==> config.mk <==
export PLATFORM = sky130hd
export DESIGN_NAME = writeback_unit
export DESIGN_NICKNAME = d
export VERILOG_FILES = /design/src/rtl/wb_pkg.sv /design/src/rtl/load_formatter.sv /design/src/rtl/writeback_unit.sv
export SDC_FILE = /design/constraint.sdc
export NUM_CORES = 1
export LEC_CHECK = 0
export BUFFER_PORTS_ARGS = -buffer_cell sky130_fd_sc_hd__buf_4
export CORE_MARGIN = 2
export CORE_UTILIZATION = 45
export CTS_BUF_LIST = sky130_fd_sc_hd__clkbuf_4
export DETAILED_ROUTE_END_ITERATION = 6
export PLACE_DENSITY_LB_ADDON = 0.05
export SLEW_MARGIN = 10
export SYNTH_ARGS = -nofsm -noshare
export SYNTH_HDL_FRONTEND = slang
export SYNTH_HIERARCHICAL = 1
export SYNTH_SLANG_ARGS = --single-unit
==> constraint.sdc <==
create_clock -name clk -period 5.5 [get_ports clk]
set_input_delay 1.1 -clock clk [delete_from_list [all_inputs] [get_ports clk]]
set_output_delay 1.1 -clock clk [all_outputs]
set_load 0.02 [all_outputs]
==> src/rtl/wb_pkg.sv <==
// Shared encodings for the writeback stage: source selects, load funct3 codes and FSM states.
package wb_pkg;

    localparam logic [2:0] WB_ALU   = 3'b000;
    localparam logic [2:0] WB_LOAD  = 3'b001;
    localparam logic [2:0] WB_PC4   = 3'b010;
    localparam logic [2:0] WB_PCIMM = 3'b011;
    localparam logic [2:0] WB_IMM   = 3'b100;

    localparam logic [2:0] F3_LB  = 3'b000;
    localparam logic [2:0] F3_LH  = 3'b001;
    localparam logic [2:0] F3_LW  = 3'b010;
    localparam logic [2:0] F3_LBU = 3'b100;
    localparam logic [2:0] F3_LHU = 3'b101;

    typedef enum logic {
        ST_IDLE      = 1'b0,
        ST_WAIT_LOAD = 1'b1
    } wb_state_e;

endpackage

==> src/rtl/load_formatter.sv <==
// Extracts and extends the byte/halfword/word addressed by a load from the memory read word.
module load_formatter
    import wb_pkg::*;
#(
    parameter int unsigned XLEN = 32
) (
    input  logic [31:0]     mem_rdata,
    input  logic [2:0]      funct3,
    input  logic [1:0]      addr_lo,
    output logic [XLEN-1:0] fmt_data
);

    logic [7:0]  byte_c;
    logic [15:0] half_c;

    assign byte_c = mem_rdata[{addr_lo, 3'b000} +: 8];
    assign half_c = mem_rdata[{addr_lo[1], 4'b0000} +: 16];

    always_comb begin
        case (funct3)
            F3_LB:   fmt_data = XLEN'(signed'(byte_c));
            F3_LH:   fmt_data = XLEN'(signed'(half_c));
            F3_LBU:  fmt_data = XLEN'(byte_c);
            F3_LHU:  fmt_data = XLEN'(half_c);
            default: fmt_data = XLEN'(mem_rdata);
        endcase
    end

endmodule

==> src/rtl/writeback_unit.sv <==
// Writeback stage: selects the register-file write value, registers the write port and stalls on slow loads.
// Optional load timeout enabled by defining WB_LOAD_TIMEOUT_EN.
module writeback_unit
    import wb_pkg::*;
#(
    parameter int unsigned XLEN           = 32,
    parameter int unsigned TIMEOUT_CYCLES = 255
) (
    input  logic            clk,
    input  logic            rst_n,
    input  logic            instr_valid,
    input  logic [2:0]      wb_sel,
    input  logic [4:0]      rd_addr,
    input  logic [XLEN-1:0] alu_result,
    input  logic [XLEN-1:0] pc,
    input  logic [XLEN-1:0] imm,
    input  logic [2:0]      funct3,
    input  logic [1:0]      addr_lo,
    input  logic [31:0]     mem_rdata,
    input  logic            mem_rvalid,
    output logic            stall,
    output logic            rf_we,
    output logic [4:0]      rf_waddr,
    output logic [XLEN-1:0] rf_wdata
`ifdef WB_LOAD_TIMEOUT_EN
    ,
    output logic            timeout_err
`endif
);

    wb_state_e       state_q, state_d;
    logic [4:0]      rd_q, rd_d;
    logic [2:0]      f3_q, f3_d;
    logic [1:0]      lo_q, lo_d;
    logic            rf_we_q, rf_we_d;
    logic [4:0]      rf_waddr_q, rf_waddr_d;
    logic [XLEN-1:0] rf_wdata_q, rf_wdata_d;
    logic [XLEN-1:0] src_c;
    logic [XLEN-1:0] fmt_c;
    logic [2:0]      fmt_f3_c;
    logic [1:0]      fmt_lo_c;

`ifdef WB_LOAD_TIMEOUT_EN
    localparam int unsigned CNT_W = ($clog2(TIMEOUT_CYCLES + 1) > 8) ? $clog2(TIMEOUT_CYCLES + 1) : 8;
    logic [CNT_W-1:0] cnt_q, cnt_d;
    logic             tmo_q, tmo_d;
    assign timeout_err = tmo_q;
`else
    logic unused_cfg;
    assign unused_cfg = ^TIMEOUT_CYCLES;
`endif

    // Non-load source mux; reserved select codes fall back to the ALU result.
    always_comb begin
        case (wb_sel)
            WB_PC4:   src_c = pc + XLEN'(4);
            WB_PCIMM: src_c = pc + imm;
            WB_IMM:   src_c = imm;
            default:  src_c = alu_result;
        endcase
    end

    // While waiting, the formatter must see the load's latched size and offset.
    assign fmt_f3_c = (state_q == ST_WAIT_LOAD) ? f3_q : funct3;
    assign fmt_lo_c = (state_q == ST_WAIT_LOAD) ? lo_q : addr_lo;

    load_formatter #(.XLEN(XLEN)) u_fmt (
        .mem_rdata (mem_rdata),
        .funct3    (fmt_f3_c),
        .addr_lo   (fmt_lo_c),
        .fmt_data  (fmt_c)
    );

    always_comb begin
        state_d    = state_q;
        rd_d       = rd_q;
        f3_d       = f3_q;
        lo_d       = lo_q;
        rf_we_d    = 1'b0;
        rf_waddr_d = rf_waddr_q;
        rf_wdata_d = rf_wdata_q;
        stall      = 1'b0;
`ifdef WB_LOAD_TIMEOUT_EN
        cnt_d      = cnt_q;
        tmo_d      = tmo_q;
`endif
        case (state_q)
            ST_IDLE: begin
                if (instr_valid) begin
                    if (wb_sel == WB_LOAD) begin
                        if (mem_rvalid) begin
                            rf_we_d    = (rd_addr != 5'd0);
                            rf_waddr_d = rd_addr;
                            rf_wdata_d = fmt_c;
                        end else begin
                            rd_d    = rd_addr;
                            f3_d    = funct3;
                            lo_d    = addr_lo;
                            state_d = ST_WAIT_LOAD;
                            stall   = 1'b1;
`ifdef WB_LOAD_TIMEOUT_EN
                            cnt_d   = '0;
`endif
                        end
                    end else begin
                        rf_we_d    = (rd_addr != 5'd0);
                        rf_waddr_d = rd_addr;
                        rf_wdata_d = src_c;
                    end
                end
            end
            ST_WAIT_LOAD: begin
                if (mem_rvalid) begin
                    rf_we_d    = (rd_q != 5'd0);
                    rf_waddr_d = rd_q;
                    rf_wdata_d = fmt_c;
                    state_d    = ST_IDLE;
                end else begin
                    stall = 1'b1;
`ifdef WB_LOAD_TIMEOUT_EN
                    cnt_d = cnt_q + CNT_W'(1);
                    // Give up on the load: release the core and drop the write.
                    if (cnt_q == CNT_W'(TIMEOUT_CYCLES - 1)) begin
                        stall   = 1'b0;
                        tmo_d   = 1'b1;
                        state_d = ST_IDLE;
                    end
`endif
                end
            end
            default: state_d = ST_IDLE;
        endcase
    end

    always_ff @(posedge clk or negedge rst_n) begin
        if (!rst_n) begin
            state_q    <= ST_IDLE;
            rd_q       <= '0;
            f3_q       <= '0;
            lo_q       <= '0;
            rf_we_q    <= 1'b0;
            rf_waddr_q <= '0;
            rf_wdata_q <= '0;
`ifdef WB_LOAD_TIMEOUT_EN
            cnt_q      <= '0;
            tmo_q      <= 1'b0;
`endif
        end else begin
            state_q    <= state_d;
            rd_q       <= rd_d;
            f3_q       <= f3_d;
            lo_q       <= lo_d;
            rf_we_q    <= rf_we_d;
            rf_waddr_q <= rf_waddr_d;
            rf_wdata_q <= rf_wdata_d;
`ifdef WB_LOAD_TIMEOUT_EN
            cnt_q      <= cnt_d;
            tmo_q      <= tmo_d;
`endif
        end
    end

    assign rf_we    = rf_we_q;
    assign rf_waddr = rf_waddr_q;
    assign rf_wdata = rf_wdata_q;

endmodule
### Word-level counts from Yosys, hierarchy flattened

Index checks and enable logic that the tools add are counted.

* flip-flop bits (word level): 49
* output and inout bits: 39
* word-level logic and storage cells: 50

* eq/ne operators: 10
* bitwise logic cells: 2
* add/subtract/negate cells: 2
* reduce and logical (&&, ||, !) cells: 5
* muxes and demuxes: 22
* shifts and indexed selects: 2

Operators with widths (count)
* $pmux W32 S4: 1
* $mux W32: 3
* $pmux W32 S3: 1
* $pmux W32 S2: 1
* $add A32 B3 Y32 const B: 1
* $add A32 B32 Y32: 1
* $shiftx A32 B6 Y16: 1
* $shiftx A32 B6 Y8: 1
* $mux W5: 4
* $pmux W5 S2: 1
* $reduce_bool A5 Y1: 2
* $eq A3 B3 Y1 const B: 3
* $mux W1: 7
* $eq A3 B1 Y1 const B: 2
* $eq A3 B2 Y1 const B: 2
* $ne A2 B2 Y1 const B: 2
* $pmux W1 S2: 2
* $reduce_and A4 Y1: 1
* $logic_not A3 Y1: 1
* $mux W3: 1
* $ne A3 B3 Y1 const B: 1
* $reduce_and A3 Y1: 1
* $mux W2: 1
* $not A1 Y1: 2

### Depth between registers and ports, before layout

* depth after elaboration: 7
* depth in mapped cells: 12
* mapped depth without buffers: 11

### Modules after synthesis

The synthesis kept the hierarchy.

Modules (own cells, without submodules)
* writeback_unit: instances 1, area an instance 5390.2 µm², sequential area each 1226.2 µm², cells each 702
* load_formatter: instances 1, area an instance 902.1 µm², sequential area each 0.0 µm², cells each 120

### Least setup slack after synthesis

Ideal clock, no wire load.

* path type: input to output
* start: in wb_sel[1]
* end: out stall
* stages on the path: 5
* path slack: 2073 ps
* arrival time: 2327 ps
* path buffers: 2
* path through: clkbuf_1 nor3b_1 nor2_1 clkbuf_1 nor3_1

* longest elaborated chain between the ends: 4

RTL lines
* start: declaration: RTL line writeback_unit.sv:12 `input logic [2:0] wb_sel,`
* $eq A3 B1 Y1: RTL line writeback_unit.sv:90 `if (wb_sel == WB_LOAD) begin`
* $mux W1: RTL line writeback_unit.sv:90
* $mux W1: RTL line writeback_unit.sv:89 `if (instr_valid) begin`
* $pmux W1 S2: RTL line writeback_unit.sv:87 `case (state_q)`
* end: declaration: RTL line writeback_unit.sv:21 `output logic stall,`

Every way passes these cells.

### Worst setup path in the final report

* start: in wb_sel[0]
* end: out stall

The elaborated chain is that of the path after synthesis.

==> flow_summary.ini <==
[drt]
wl_met2_um = 10900
wl_per_cell_um = 20.8
top_layer = met4
wl_met3_um = 2360
drt_iter0_markers = 858
first_pass_iters = 5
vias = 7280
finalWirelength_um = 24000
drcViolationCount = 0
routedLengthMet1_um = 10300
drtAntennaViolNets = 0
vias_per_cell = 6.32

[finish]
synthToLayoutAreaGrowth_pct = 23.6
post-route-util = 0.565
final_nets = 1147
nFillCells = 1398
drive_gt1_frac = 0.249

[synth]
yosysTopAreaCellShare = 0.195
synth_seq_cells = 49
yosysUniqueCellTypes = 78
ys.flop_type = dfrtp_1
async_reset_ff_frac = 1.00
syn_inst = 822
ys_warn_count = 6
synth_edf_count = 0
syn_nets = 1000
ys_seq_area_frac = 0.195
synth_area_um2 = 6290
yosysMostFrequentCell = nand2_1
syn_area_per_cell_um2 = 7.65
synth_common_cells = 83 x nand2_1, 69 x a21oi_1, 67 x nor2_1
synth_area_leader_cell = dfrtp_1
ys_top_cells_by_area = dfrtp_1 19%, ha_1 6.4%, a21oi_1 5.5%, nand2_1 5.0%, mux2i_1 4.8%

[floorplan]
core_area_um2 = 13800
rows = 43
fp.dieW_um = 122
start_util = 0.457
boundaryPins = 184
die-area_um2 = 14900
fp.dieH_um = 122

[grt]
grt_overflow_total = 0
grt_start_max_net_pins = 50
antenna_found_initial = 1
first_global_vias = 6692
grt_pass1_wl_um = 36600
grt_use_total = 0.316

[min_path]
hold_path_class = flip-flop to flip-flop
hold_path_depth = 2
min_from = rf_wdata[3]$_DFFE_PN0P_
hold_end = rf_wdata[3]$_DFFE_PN0P_

[setup_path]
r2r-end = rf_wdata[28]$_DFFE_PN0P_
crit_fanout = 24
required_ps = 4400
arrival_ps = 2520
r2r_slack_ps = 2470
regToRegStartpoint = state_q$_DFF_PN0_
critPathKind = primary input to output port
critPathLaunchType = primary input
r2r_cells = 8
endpoint_kind = output port

[sta]
hold_violations = 0
maxSlewHeadroom = 0.244
clock_skew_ps = 11.0
maxClockFrequency_mhz = 276
drv_slew = 0
min_period_over_period = 0.658
layout_min_cycle_time_ps = 3620
setup_viol = 0
fin_tns_setup_ps = 0
worst_slew_pin_slew_ps = 1130
rsz0062_at_grt = no

[power]
ir_worst_vdd_mv = 0.0765
p_total_w = 0.00143
p_leak_nw = 3.41
powerDensity_nw_per_um2 = 184

[run_status]
status = complete, no violations

[cts]
cts.sinks = 49
clkLatencyLatePin_ps = 400
cts_root_buffer = clkbuf_4
cts_resized = 0
tritoncts = yes
h-tree-depth = 2
cts_buffer_depth = 2
cts_made_buffers = 5
holdBufCountCts = 0
post_cts_buffers = 0
clk_pin_slew_ps = 160

[placement]
place.detailed.hpwl_um = 19100
io_buffers = 183
gp_congestion = 0.955

[flow_run]
maxCapViolCount = 0
-- stage by stage --
stage | worst slack [ps] | hold WS, ps | instance area (um^2) | std cells
after floorplan | 2070 | 474 | 6290 | 822
after global placement | 1740 | 465 | 7720 | 1142
after detailed placement | 1740 | 474 | 7720 | 1142
after CTS | 1910 | 508 | 7770 | 1150
after global routing | 1790 | 531 | 7780 | 1151
final | 1880 | 507 | 7780 | 1151
-- worst max path at each step --
stage / start / endpoint / slack, ps / cells past startpoint
6_report: wb_sel[0] / stall / 1880 / 6
5_1_grt: wb_sel[0] / stall / 1790 / 6
4_1_cts: wb_sel[0] / stall / 1910 / 6
3_5_place_dp: wb_sel[0] / rf_wdata[19]$_DFFE_PN0P_ / 1740 / 9
3_3_place_gp: wb_sel[0] / rf_wdata[19]$_DFFE_PN0P_ / 1740 / 9
2_1_floorplan: wb_sel[1] / stall / 2070 / 5
-- flip-flops by register name, summed over array words and instances (netlist names) --
name	flops
f3_q	3
lo_q	2
rf_wdata	32
rd_q	5
state_q	1
rf_we	1
rf_waddr	5
-- worst max-delay path, cell delays in order --
cell	delay [ps]
buf_4	250
nor3b_1	390
nor2_1	70
buf_4	210
nor3_1	270
buf_4	210
-- cell families after synthesis --
group,share of synthesized area
AO/OA/AOI/OAI,0.337
XOR/XNOR,0.0626
adder cells (fa/ha/maj),0.0668
buffers and inverters,0.0461
flip-flops,0.195
multiplexers,0.0799
AND/OR/NAND/NOR,0.213
-- area by class of cell --
class / instances / area [um^2] / share of cell area
clock buffers: 5 / 37.5 / 0.00483
well taps: 180 / 225 / 0.0290
repair buffers: 191 / 1430 / 0.184
flip-flops and latches: 49 / 1230 / 0.158
clock inverters: 3 / 20.0 / 0.00257
inverters: 15 / 56.3 / 0.00724
diodes: 1 / 2.50 / 0.000322
multi-input cells: 707 / 4780 / 0.614
-- placed cells by master (no fill, tap or decap), types with 9 or more instances in the layout --
cell type	instances
inv_1	12
a21o_1	18
xor2_1	22
o21ai_1	9
ha_1	32
o21ai_2	10
nand3_1	21
o221ai_1	10
dfrtp_1	49
xnor2_1	23
nor2b_1	17
a221o_1	11
o22ai_1	26
mux2_2	16
buf_4	191
a21oi_1	69
nand4_1	15
nor2_1	67
nand3b_1	11
a31oi_1	14
nand2_1	83
o21ai_0	58
nor3_1	15
mux2i_1	30
-- per-layer routing --
| metal | vias up | global-route usage |
|---|---|---|
| li1 | 3419 | - |
| met1 | 3443 | 0.451 |
| met2 | 384 | 0.497 |
| met3 | 34 | 0.0553 |
| met4 | 0 | 0.0704 |
| met5 | - | 0 |
-- report_power, final --
group	internal, W	switching (W)	total, W	leakage, nW
Sequential	0.000423	0.0000421	0.000465	0.576
Clock	0.0000502	0.000132	0.000182	0.0293
Combinational	0.000342	0.000440	0.000782	2.80
Note: power is estimated with default switching activity, not from simulation.
